`config.mk`:
```
export PLATFORM = sky130hd
export DESIGN_NAME = alu_6502_flat
export DESIGN_NICKNAME = d
export VERILOG_FILES = /design/src/rtl/alu_pkg.sv /design/src/rtl/alu_6502_if.sv /design/src/rtl/alu_bcd_nibble.sv /design/src/rtl/alu_6502.sv /design/src/flat_wrapper.sv
export SDC_FILE = /design/constraint.sdc
export NUM_CORES = 1
export LEC_CHECK = 0
export BUFFER_PORTS_ARGS = -buffer_cell sky130_fd_sc_hd__buf_2
export CAP_MARGIN = 5
export CELL_PAD_IN_SITES_DETAIL_PLACEMENT = 1
export CELL_PAD_IN_SITES_GLOBAL_PLACEMENT = 1
export CORE_MARGIN = 5
export CORE_UTILIZATION = 35
export CTS_CLUSTER_SIZE = 40
export DETAILED_ROUTE_END_ITERATION = 10
export PLACE_DENSITY = 0.89
export SLEW_MARGIN = 20
export SYNTH_ARGS = -nofsm -noshare
export SYNTH_HDL_FRONTEND = slang
export SYNTH_HIERARCHICAL = 1
export SYNTH_SLANG_ARGS = --single-unit
```
`constraint.sdc`:
```
create_clock -name CLK -period 1.1 [get_ports CLK]
set_input_delay 0.11 -clock CLK [delete_from_list [all_inputs] [get_ports CLK]]
set_output_delay 0.11 -clock CLK [all_outputs]
set_load 0.03 [all_outputs]
```
`src/rtl/alu_pkg.sv`:
```
// Shared constants and types for the 6502-style ALU and its BCD nibble slice.
package alu_pkg;

  localparam int         DATA_W        = 8;
  localparam logic [3:0] BCD_ADJ       = 4'd6;
  localparam logic [3:0] BCD_MAX_DIGIT = 4'd9;

  typedef struct packed {
    logic n;
    logic z;
    logic c;
    logic v;
  } flags_t;

endpackage

```
`src/rtl/alu_6502_if.sv`:
```
// Operand/control/result bundle between the CPU datapath and alu_6502.
interface alu_6502_if;
  import alu_pkg::*;

  logic [DATA_W-1:0] INA;
  logic [DATA_W-1:0] INB;
  logic              CIN;
  logic              BCD;
  logic              SBC;
  logic [DATA_W-1:0] OUT;
  logic              N;
  logic              Z;
  logic              C;
  logic              V;

  modport master (
    output INA, INB, CIN, BCD, SBC,
    input  OUT, N, Z, C, V
  );

  modport slave (
    input  INA, INB, CIN, BCD, SBC,
    output OUT, N, Z, C, V
  );

endinterface

```
`src/rtl/alu_bcd_nibble.sv`:
```
// One decimal digit of ADC/SBC: 4-bit add or subtract with decimal adjust.
// ci/co are carries for add and "no borrow" flags for subtract, as on the 6502.
module alu_bcd_nibble
  import alu_pkg::*;
(
  input  logic [3:0] a,
  input  logic [3:0] b,
  input  logic       ci,
  input  logic       sub,
  output logic [3:0] s,
  output logic       co
);

  logic [4:0] raw;

  always_comb begin
    // NOTE: every output gets a default first so no path leaves it unassigned and infers a latch.
    raw = '0;
    s   = '0;
    co  = 1'b0;
    if (sub) begin
      // Bit 4 of the 5-bit difference is the borrow out of this digit.
      raw = {1'b0, a} - {1'b0, b} - {4'd0, ~ci};
      co  = ~raw[4];
      s   = raw[4] ? raw[3:0] - BCD_ADJ : raw[3:0];
    end else begin
      raw = {1'b0, a} + {1'b0, b} + {4'd0, ci};
      co  = (raw > {1'b0, BCD_MAX_DIGIT});
      s   = co ? raw[3:0] + BCD_ADJ : raw[3:0];
    end
  end

endmodule

```
`src/rtl/alu_6502.sv`:
```
// Registered 8-bit ADC/SBC unit with N/Z/C/V flags; one cycle of latency.
// Decimal mode exists only when ALU_BCD_EN is defined; otherwise BCD is ignored.
module alu_6502
  import alu_pkg::*;
(
  input  logic       CLK,
  input  logic       RST,
  alu_6502_if.slave  bus
);

  logic [DATA_W-1:0] b_eff;
  logic [DATA_W:0]   bin_sum;
  logic              bin_v;
  logic [DATA_W-1:0] res_d;
  logic              carry_d;
  flags_t            flags_d;
  logic [DATA_W-1:0] res_q;
  flags_t            flags_q;

  always_comb begin
    b_eff   = bus.SBC ? ~bus.INB : bus.INB;
    bin_sum = {1'b0, bus.INA} + {1'b0, b_eff} + {{DATA_W{1'b0}}, bus.CIN};
    bin_v   = (bus.INA[DATA_W-1] == b_eff[DATA_W-1]) &&
              (bin_sum[DATA_W-1] != bus.INA[DATA_W-1]);
  end

`ifdef ALU_BCD_EN
  logic [3:0] lo_s;
  logic [3:0] hi_s;
  logic       lo_co;
  logic       hi_co;

  // Digits take the raw operand; the slice handles subtraction itself.
  alu_bcd_nibble u_lo (
    .a   (bus.INA[3:0]),
    .b   (bus.INB[3:0]),
    .ci  (bus.CIN),
    .sub (bus.SBC),
    .s   (lo_s),
    .co  (lo_co)
  );

  alu_bcd_nibble u_hi (
    .a   (bus.INA[7:4]),
    .b   (bus.INB[7:4]),
    .ci  (lo_co),
    .sub (bus.SBC),
    .s   (hi_s),
    .co  (hi_co)
  );

  always_comb begin
    res_d   = bus.BCD ? {hi_s, lo_s} : bin_sum[DATA_W-1:0];
    carry_d = bus.BCD ? hi_co        : bin_sum[DATA_W];
  end
`else
  logic unused_bcd;

  assign unused_bcd = bus.BCD;
  assign res_d      = bin_sum[DATA_W-1:0];
  assign carry_d    = bin_sum[DATA_W];
`endif

  // V always comes from the binary sum, even in decimal mode.
  always_comb begin
    flags_d.n = res_d[DATA_W-1];
    flags_d.z = (res_d == '0);
    flags_d.c = carry_d;
    flags_d.v = bin_v;
  end

  // NOTE: state uses non-blocking assignments so every register samples pre-edge values.
  always_ff @(posedge CLK or posedge RST) begin
    if (RST) begin
      res_q   <= '0;
      flags_q <= '0;
    end else begin
      res_q   <= res_d;
      flags_q <= flags_d;
    end
  end

  assign bus.OUT = res_q;
  assign bus.N   = flags_q.n;
  assign bus.Z   = flags_q.z;
  assign bus.C   = flags_q.c;
  assign bus.V   = flags_q.v;

endmodule

```
`src/flat_wrapper.sv`:
```
// flat-port wrapper written by rule: the top's interface ports become plain ports
module alu_6502_flat import alu_pkg::*;
  (CLK, RST, bus_INA, bus_INB, bus_CIN, bus_BCD, bus_SBC, bus_OUT, bus_N, bus_Z, bus_C, bus_V);
  alu_6502_if bus_i ();
  input  logic CLK;
  input  logic RST;
  input wire logic [$bits(bus_i.INA)-1:0] bus_INA;
  input wire logic [$bits(bus_i.INB)-1:0] bus_INB;
  input wire logic [$bits(bus_i.CIN)-1:0] bus_CIN;
  input wire logic [$bits(bus_i.BCD)-1:0] bus_BCD;
  input wire logic [$bits(bus_i.SBC)-1:0] bus_SBC;
  output wire logic [$bits(bus_i.OUT)-1:0] bus_OUT;
  output wire logic [$bits(bus_i.N)-1:0] bus_N;
  output wire logic [$bits(bus_i.Z)-1:0] bus_Z;
  output wire logic [$bits(bus_i.C)-1:0] bus_C;
  output wire logic [$bits(bus_i.V)-1:0] bus_V;
  assign bus_i.INA = bus_INA;
  assign bus_i.INB = bus_INB;
  assign bus_i.CIN = bus_CIN;
  assign bus_i.BCD = bus_BCD;
  assign bus_i.SBC = bus_SBC;
  assign bus_OUT = bus_i.OUT;
  assign bus_N = bus_i.N;
  assign bus_Z = bus_i.Z;
  assign bus_C = bus_i.C;
  assign bus_V = bus_i.V;
  alu_6502 u_core (.CLK(CLK), .RST(RST), .bus(bus_i));
endmodule
```
======== Word-level counts from Yosys, hierarchy flattened ========
Cells that the tools add are included.
W data, S select, Z words.
storage, ports and cells
  register bits after elaboration ......... 12
  logic and storage cells ................. 13
operators by class
  add/sub/neg operators ................... 2
  equal/unequal tests ..................... 2
  muxes and demuxes ....................... 1
  bitwise gates (word level) .............. 1
  reduce and logical (&&, ||, !) cells .... 2
operators with widths
  cell                 count
  $add A8 B8 Y9        1
  $add A9 B1 Y9        1
  $logic_not A8 Y1     1
  $mux W8              1
  $not A8 Y8           1
  $eq A1 B1 Y1         1
  $logic_and A1 B1 Y1  1
  $ne A1 B1 Y1         1

======== Logic depth before layout (Yosys ltp) ========
Gate-level depths: netlist of run 1.
  depth after elaboration ................. 6
  gate-level depth with buffers ........... 10
  mapped depth without buffers ............ 9

======== Worst setup path before layout of run 1 ========
No wires, ideal clock.
  kind .................................... in2reg
  start ................................... input bus_SBC
  end ..................................... register u_core.flags_q, in the netlist u_core/bus.Z
  data arrival time ....................... 2.284 ns
  required time ........................... 1.020 ns
  path slack .............................. -1.265 ns
  cell stages on the path ................. 10
  cell sequence ........................... clkbuf_1 -> xor2_1 -> fa_1 -> inv_1 -> fa_1 -> nor2b_1 -> o31a_1 -> a21oi_1 -> or4b_1 -> nor3_2
RTL lines
  what                    line                text
  start: declaration      flat_wrapper.sv:11  input wire logic [$bits(bus_i.SBC)-1:0] bus_SBC;
  end signal: assignment  alu_6502.sv:79      flags_q <= flags_d;
  end: declaration        alu_6502.sv:18      flags_t flags_q;

==> results of run 1 <==
## layout make-up
cell class / count / area [µm²] / share of cell area (%)
Inverter: 5 / 18.8 / 1.62
Timing Repair Buffer: 48 / 317 / 27.3
Tap cell: 27 / 33.8 / 2.92
Clock buffer: 4 / 26.3 / 2.27
Sequential cell: 11 / 275 / 23.8
Multi-Input combinational cell: 47 / 488 / 42.1
## timing repair
action	in CTS	in global routing
resized for setup	7	11
setup endpoints to repair	10	10
endpoints found under the hold margin	11	0
buffers inserted	3	5
pin swaps	8	15
hold buffers	1	0
## report_power, final
group | internal [mW] | switching, mW | leakage, nW
Combinational | 0.394 | 0.576 | 0.434
Sequential | 0.500 | 0.0199 | 0.131
Clock | 0.140 | 0.116 | 0.0150
## per-stage QoR
step	cells	cell area [µm²]	utilization, %	setup slack (ns)	hold WS [ns]
after floorplan	65	756	-	-0.924	-0.0376
after global placement	132	995	51.2	-1.00	0.0864
after detailed placement	132	995	51.2	-1.11	0.105
after CTS	140	1090	56.0	-0.758	0.125
after global routing	142	1160	59.7	-0.923	0.194
final	142	1160	59.7	-0.878	0.150
## kinds of logic after synthesis
group | Yosys count | synth area share [%]
AOI/OAI and AO/OA | 16 | 15.0
xor gates and xnor gates | 13 | 16.1
adders and majority gates | 9 | 18.0
buffers and inverters | 7 | 4.24
DFF | 11 | 38.9
and+or+nand+nor | 9 | 7.77
## synth_stat cells
library cell / number / share of area, %
fa_1: 2 / 5.7
xor2_1: 10 / 12
a21o_1: 1 / 1.1
a21oi_1: 4 / 2.8
inv_1: 5 / 2.7
o21a_1: 2 / 2.1
nor3_1: 1 / 0.71
or2_2: 1 / 0.88
nor2_1: 3 / 1.6
a211oi_2: 1 / 1.8
nand2b_1: 1 / 0.88
buf_4: 1 / 1.1
o31a_1: 2 / 2.5
o211ai_1: 1 / 1.1
xnor2_1: 3 / 3.7
nor2b_1: 1 / 0.88
dfrtp_1: 11 / 39
clkbuf_1: 1 / 0.53
o21ai_1: 1 / 0.71
o21ai_0: 3 / 2.1
ha_1: 7 / 12
nor3_2: 1 / 1.4
or4b_1: 1 / 1.4
o22ai_1: 1 / 0.88
## placed cells by master, fill, tap and decap left out, types with 2 or more instances in the layout
cell      instances
a21oi_2           2
buf_2            29
buf_4            12
buf_6             5
clkbuf_4          3
dfrtp_1          11
fa_2              2
ha_1              7
inv_1             3
inv_2             2
nor2_1            3
o21a_1            2
o21ai_0           2
o31a_1            2
xnor2_2           2
xor2_1            8
xor2_2            2
## flip-flops by register name (all words and copies together) (netlist names)
name,count
u_core/bus.N,1
u_core/bus.C,1
u_core/bus.OUT,7
u_core/bus.V,1
u_core/bus.Z,1
## per-layer routing
metal	routed length, µm	GRT usage (%)	part of all wire, %
met4	24	6.07	1.2
met5	0	0	0
met3	126	1.07	6.5
met1	682	13.2	35
met2	1120	23.8	57
## worst max-delay path by stage
stage | endpoint | depth (start not counted) | startpoint | slack (ns)
global placement | u_core/bus.Z | 9 | bus_SBC | -1.00
CTS | u_core/bus.Z | 11 | bus_INB[0] | -0.76
global route | u_core/bus.Z | 10 | bus_SBC | -0.92
floorplan | u_core/bus.Z | 10 | bus_SBC | -0.92
detailed placement | u_core/bus.Z | 10 | bus_SBC | -1.11
finish | u_core/bus.Z | 10 | bus_SBC | -0.88
==> results.ini, run 1 <==
[grt]
track_usage_pct=12.3
grt_pass1_vias=626
antenna_found_initial=0
grt_pass1_wl_um=2620
grt_overflow=0
grt_max_degree=12

[drt]
wl_per_cell_um=13.7
dr.pass1.iters=2
post-route-drc-count=0
via_per_inst=4.54
dr_total_vias=644
drtIter0Drc=1
ant_nets=0
drt-total-wl_um=1950

[power]
ir_worst_vdd_mv=0.940
total_power_mw=1.74
p_leak_nw=0.580
pwr_density_cell_nw_per_um2=1510

[timing]
rsz0062_at_grt=true
setup_slack_ns=-0.878
setup_viol=10
tightest_slew_ns=0.373
finalHoldViolCount=0
slew_headroom_pct=75.1
fin_crit_ns=1.98
drv_slew=0
max_freq_mhz=505
timing.final.crit_share_pct=180
setup_tns_ns=-4.04

[layout]
nFillCells=227
nets=146
drive_gt1_share_pct=59.1
area_growth_syn_to_layout_pct=63.6
insertedDiodeCount=0

[setup_path]
cp.required_ns=1.28
crit_top_cell=fa_2
crit_chain=buf_6 -> xor2_2 -> fa_2 -> inv_2 -> fa_2 -> nor2b_2 -> o31a_1 -> a21oi_2 -> or4b_4 -> nor3_2
cpPeakStageDelay_ns=0.54
path_delay_family=simple AND/OR/NAND/NOR gates
crit_buf_inv=2
crit_path_max_fanout=3
start_kind=primary input
cpMaxStageDelayCell=or4b_4
endpoint_kind=flip-flop
arrival_ns=2.16
crit_type=in2reg

[cts]
cts-root-buf=clkbuf_4
clk_pin_slew_ns=0.06
cts_tree=done
cts_buffer_depth=2
ctsHtreeMaxLevel=1
clock_sinks=11
cts_buffers=3

[place]
hpwlAfterDp_um=1460
place_congestion=0.704
port_buffers=31

[hold_path]
hold_end=u_core/bus.V
worstHoldPathCells=3
hold_class=in2reg
hold_start=bus_INA[7]

[yosys]
synthCells=65
yosysWarnings=6
synth_cell_types=24
synth_nets=95
synth_area_per_cell_um2=10.9
ys_ff_latch=11
seq_area_frac_synth_pct=38.9
netlist_area_um2=708

[flow_run]
cap_violations=0

[die]
die_w_um=55.0
start_util_pct=36.5
rows=16
die_y_um=55.0
dieArea_um2=3020
pin_count=33
core_um2=1940

[run_status]
status=complete, but fails checks
violations=setup timing

Note: power is estimated with default switching activity, not from simulation.
==> run 2: changes to the inputs <==
--- a/config.mk
+++ b/config.mk
@@ -10,10 +10,11 @@
 export CELL_PAD_IN_SITES_DETAIL_PLACEMENT = 1
 export CELL_PAD_IN_SITES_GLOBAL_PLACEMENT = 1
 export CORE_MARGIN = 5
-export CORE_UTILIZATION = 35
+export CORE_UTILIZATION = 37
+export CTS_BUF_LIST = sky130_fd_sc_hd__clkbuf_8
 export CTS_CLUSTER_SIZE = 40
 export DETAILED_ROUTE_END_ITERATION = 10
-export PLACE_DENSITY = 0.89
+export PLACE_DENSITY = 0.93
 export SLEW_MARGIN = 20
 export SYNTH_ARGS = -nofsm -noshare
 export SYNTH_HDL_FRONTEND = slang
==> run 2 against run 1 <==
  * The flow still finishes with violations (setup timing)
  * Power up 16%
  * Worst setup slack better by 0.018 ns
  * Final area up 2.2%
  * Sequential power up 3%
  * Non-clock buffer count increased by 2
  * Critical endpoint unchanged
==> results.ini, run 2 (same netlist as run 1, synthesis figures left out) <==
[run_status]
status=complete, but fails checks
violations=setup timing

[drt]
post-route-drc-count=0  ; unchanged
drt-total-wl_um=2970  ; +52%
via_per_inst=5.07  ; +12%
dr_total_vias=720  ; +12%
wl_per_cell_um=20.9  ; +52%
dr.pass1.iters=2  ; unchanged
drtIter0Drc=7  ; +6
ant_nets=0  ; unchanged

[grt]
track_usage_pct=18.9  ; +6.6 points
grt_max_degree=12  ; unchanged
antenna_found_initial=0  ; unchanged
grt_overflow=0  ; unchanged
grt_pass1_vias=807  ; +29%
grt_pass1_wl_um=3720  ; +42%

[setup_path]
crit_buf_inv=2  ; unchanged
endpoint_kind=flip-flop
arrival_ns=2.12  ; -0.04 ns
cp.required_ns=1.26  ; -0.02 ns
path_delay_family=simple AND/OR/NAND/NOR gates
cpMaxStageDelayCell=or4b_4
start_kind=primary input
crit_top_cell=fa_2
crit_type=in2reg
cpPeakStageDelay_ns=0.50  ; -0.04 ns
crit_path_max_fanout=3  ; unchanged
crit_chain=buf_6 -> xor2_2 -> fa_2 -> inv_2 -> fa_2 -> nor2b_4 -> o31a_1 -> a21oi_2 -> or4b_4 -> nor3_2

[timing]
fin_crit_ns=1.96  ; -0.0178 ns
setup_slack_ns=-0.861  ; +0.0178 ns
max_freq_mhz=510  ; +0.91%
rsz0062_at_grt=true
timing.final.crit_share_pct=178  ; -1.6 points
drv_slew=0  ; unchanged
setup_viol=10  ; unchanged
finalHoldViolCount=0  ; unchanged
timing.hold.ws_ns=0.205  ; +0.0554 ns
tightest_slew_ns=0.407  ; +0.0341 ns
slew_headroom_pct=72.8  ; -2.3 points

[power]
swShare_pct=41.4  ; +0.66 points
pwr_density_cell_nw_per_um2=1700  ; +13%
ir_worst_vdd_mv=0.756  ; -20%
p_leak_nw=0.601  ; +3.6%
switchingPower_uw=835  ; +17%
internal_power_mw=1.18  ; +14%
clkPwrFrac_pct=20.4  ; +5.8 points
pwr-share-seq_pct=26.5  ; -3.3 points
total_power_mw=2.02  ; +16%
p_comb_share_pct=53.1  ; -2.5 points

[cts]
clk_pin_slew_ns=0.05  ; about the same
cts_tree=done
cts_buffers=3  ; unchanged
ctsHtreeMaxLevel=1  ; unchanged
cts-root-buf=clkbuf_8
clock_sinks=11  ; unchanged
cts_buffer_depth=2  ; unchanged

[die]
die_y_um=53.8  ; -2.2%
core_um2=1760  ; -9.1%
rows=15  ; -1
start_util_pct=40.1  ; +3.7 points
pin_count=33  ; unchanged
die_w_um=53.8  ; -2.2%
dieArea_um2=2890  ; -4.4%

[flow_run]
cap_violations=0  ; unchanged

[place]
place_congestion=0.819  ; +16%
port_buffers=31  ; unchanged
hpwlAfterDp_um=1660  ; +14%

[layout]
insertedDiodeCount=0  ; unchanged
layout_commonest_cell=buf_2
nets=148  ; +1.4%
drive_gt1_share_pct=60.7  ; +1.6 points
regArea_um2=275  ; unchanged
largest_reg_flops=7  ; unchanged
multiInputGateArea_um2=489  ; +0.26%
mostFrequentLayoutCells=buf_2, buf_4, dfrtp_1
area_growth_syn_to_layout_pct=67.1
nFillCells=208  ; -8.4%

[hold_path]
hold_class=in2reg

run 2: through the flow:
stage / util (%) / setup TNS (ns) / std cells / setup WS [ns] / instance area, µm²
final: 67.1 / -4.66 / 142 / -0.861 / 1180
after global routing: 67.1 / -5.17 / 142 / -0.936 / 1180
after CTS: 63.6 / -3.68 / 139 / -0.786 / 1120
after detailed placement: 57.1 / -6.55 / 132 / -1.12 / 1010
after global placement: 57.1 / -5.83 / 132 / -0.991 / 1010
after floorplan: - / -4.70 / 65 / -0.924 / 756
run 2: what timing repair did:
| action | CTS | global route |
|---|---|---|
| setup buffers | 3 | 5 |
| pin swaps | 8 | 11 |
| hold endpoints to repair | 11 | 0 |
| hold buffers | 1 | 0 |
| setup endpoints to repair | 10 | 10 |
| gates resized for setup | 10 | 8 |
run 2: cell type report:
cell class | instances | share of cell area (%)
multi-input combinational | 47 | 41.3
clock buffer | 3 | 3.49
sequential | 11 | 23.3
clock inverter | 1 | 0.317
tap | 25 | 2.64
timing repair buffer | 50 | 27.4
inverter | 5 | 1.59
run 2: path summary, 6_finish.rpt:
path,start,end,depth (start not counted)
min,bus_INA[7],u_core/bus.V,3
max,bus_INB[0],u_core/bus.Z,10
min in group asynchronous,RST,u_core/bus.N,3
max in group asynchronous,RST,u_core/bus.OUT[5],3
run 2: tightest hold or removal path, stage by stage:
cell and delay, ns:
buf_2 0.11, xor2_1 0.08, nor2_1 0.10
run 2: power by group through the flow:
| stage | logic [mW] | registers [mW] | clock network, mW |
|---|---|---|---|
| after CTS | 0.923 | 0.527 | 0.382 |
| final | 1.07 | 0.534 | 0.411 |
| after detailed placement | 0.842 | 0.533 | 0 |
| after floorplan | 0.364 | 0.739 | 0 |
| after global routing | 1.13 | 0.547 | 0.439 |
| after global placement | 0.809 | 0.525 | 0 |
run 2: metal layers:
layer,vias to the layer above,wire length (µm),GRT usage (%),share of wire (%)
met1,356,1130,18.5,38
met5,-,0,0,0
met2,34,1620,37.3,55
met4,0,76,9.79,2.6
met3,9,140,2.77,4.7
li1,321,-,-,-
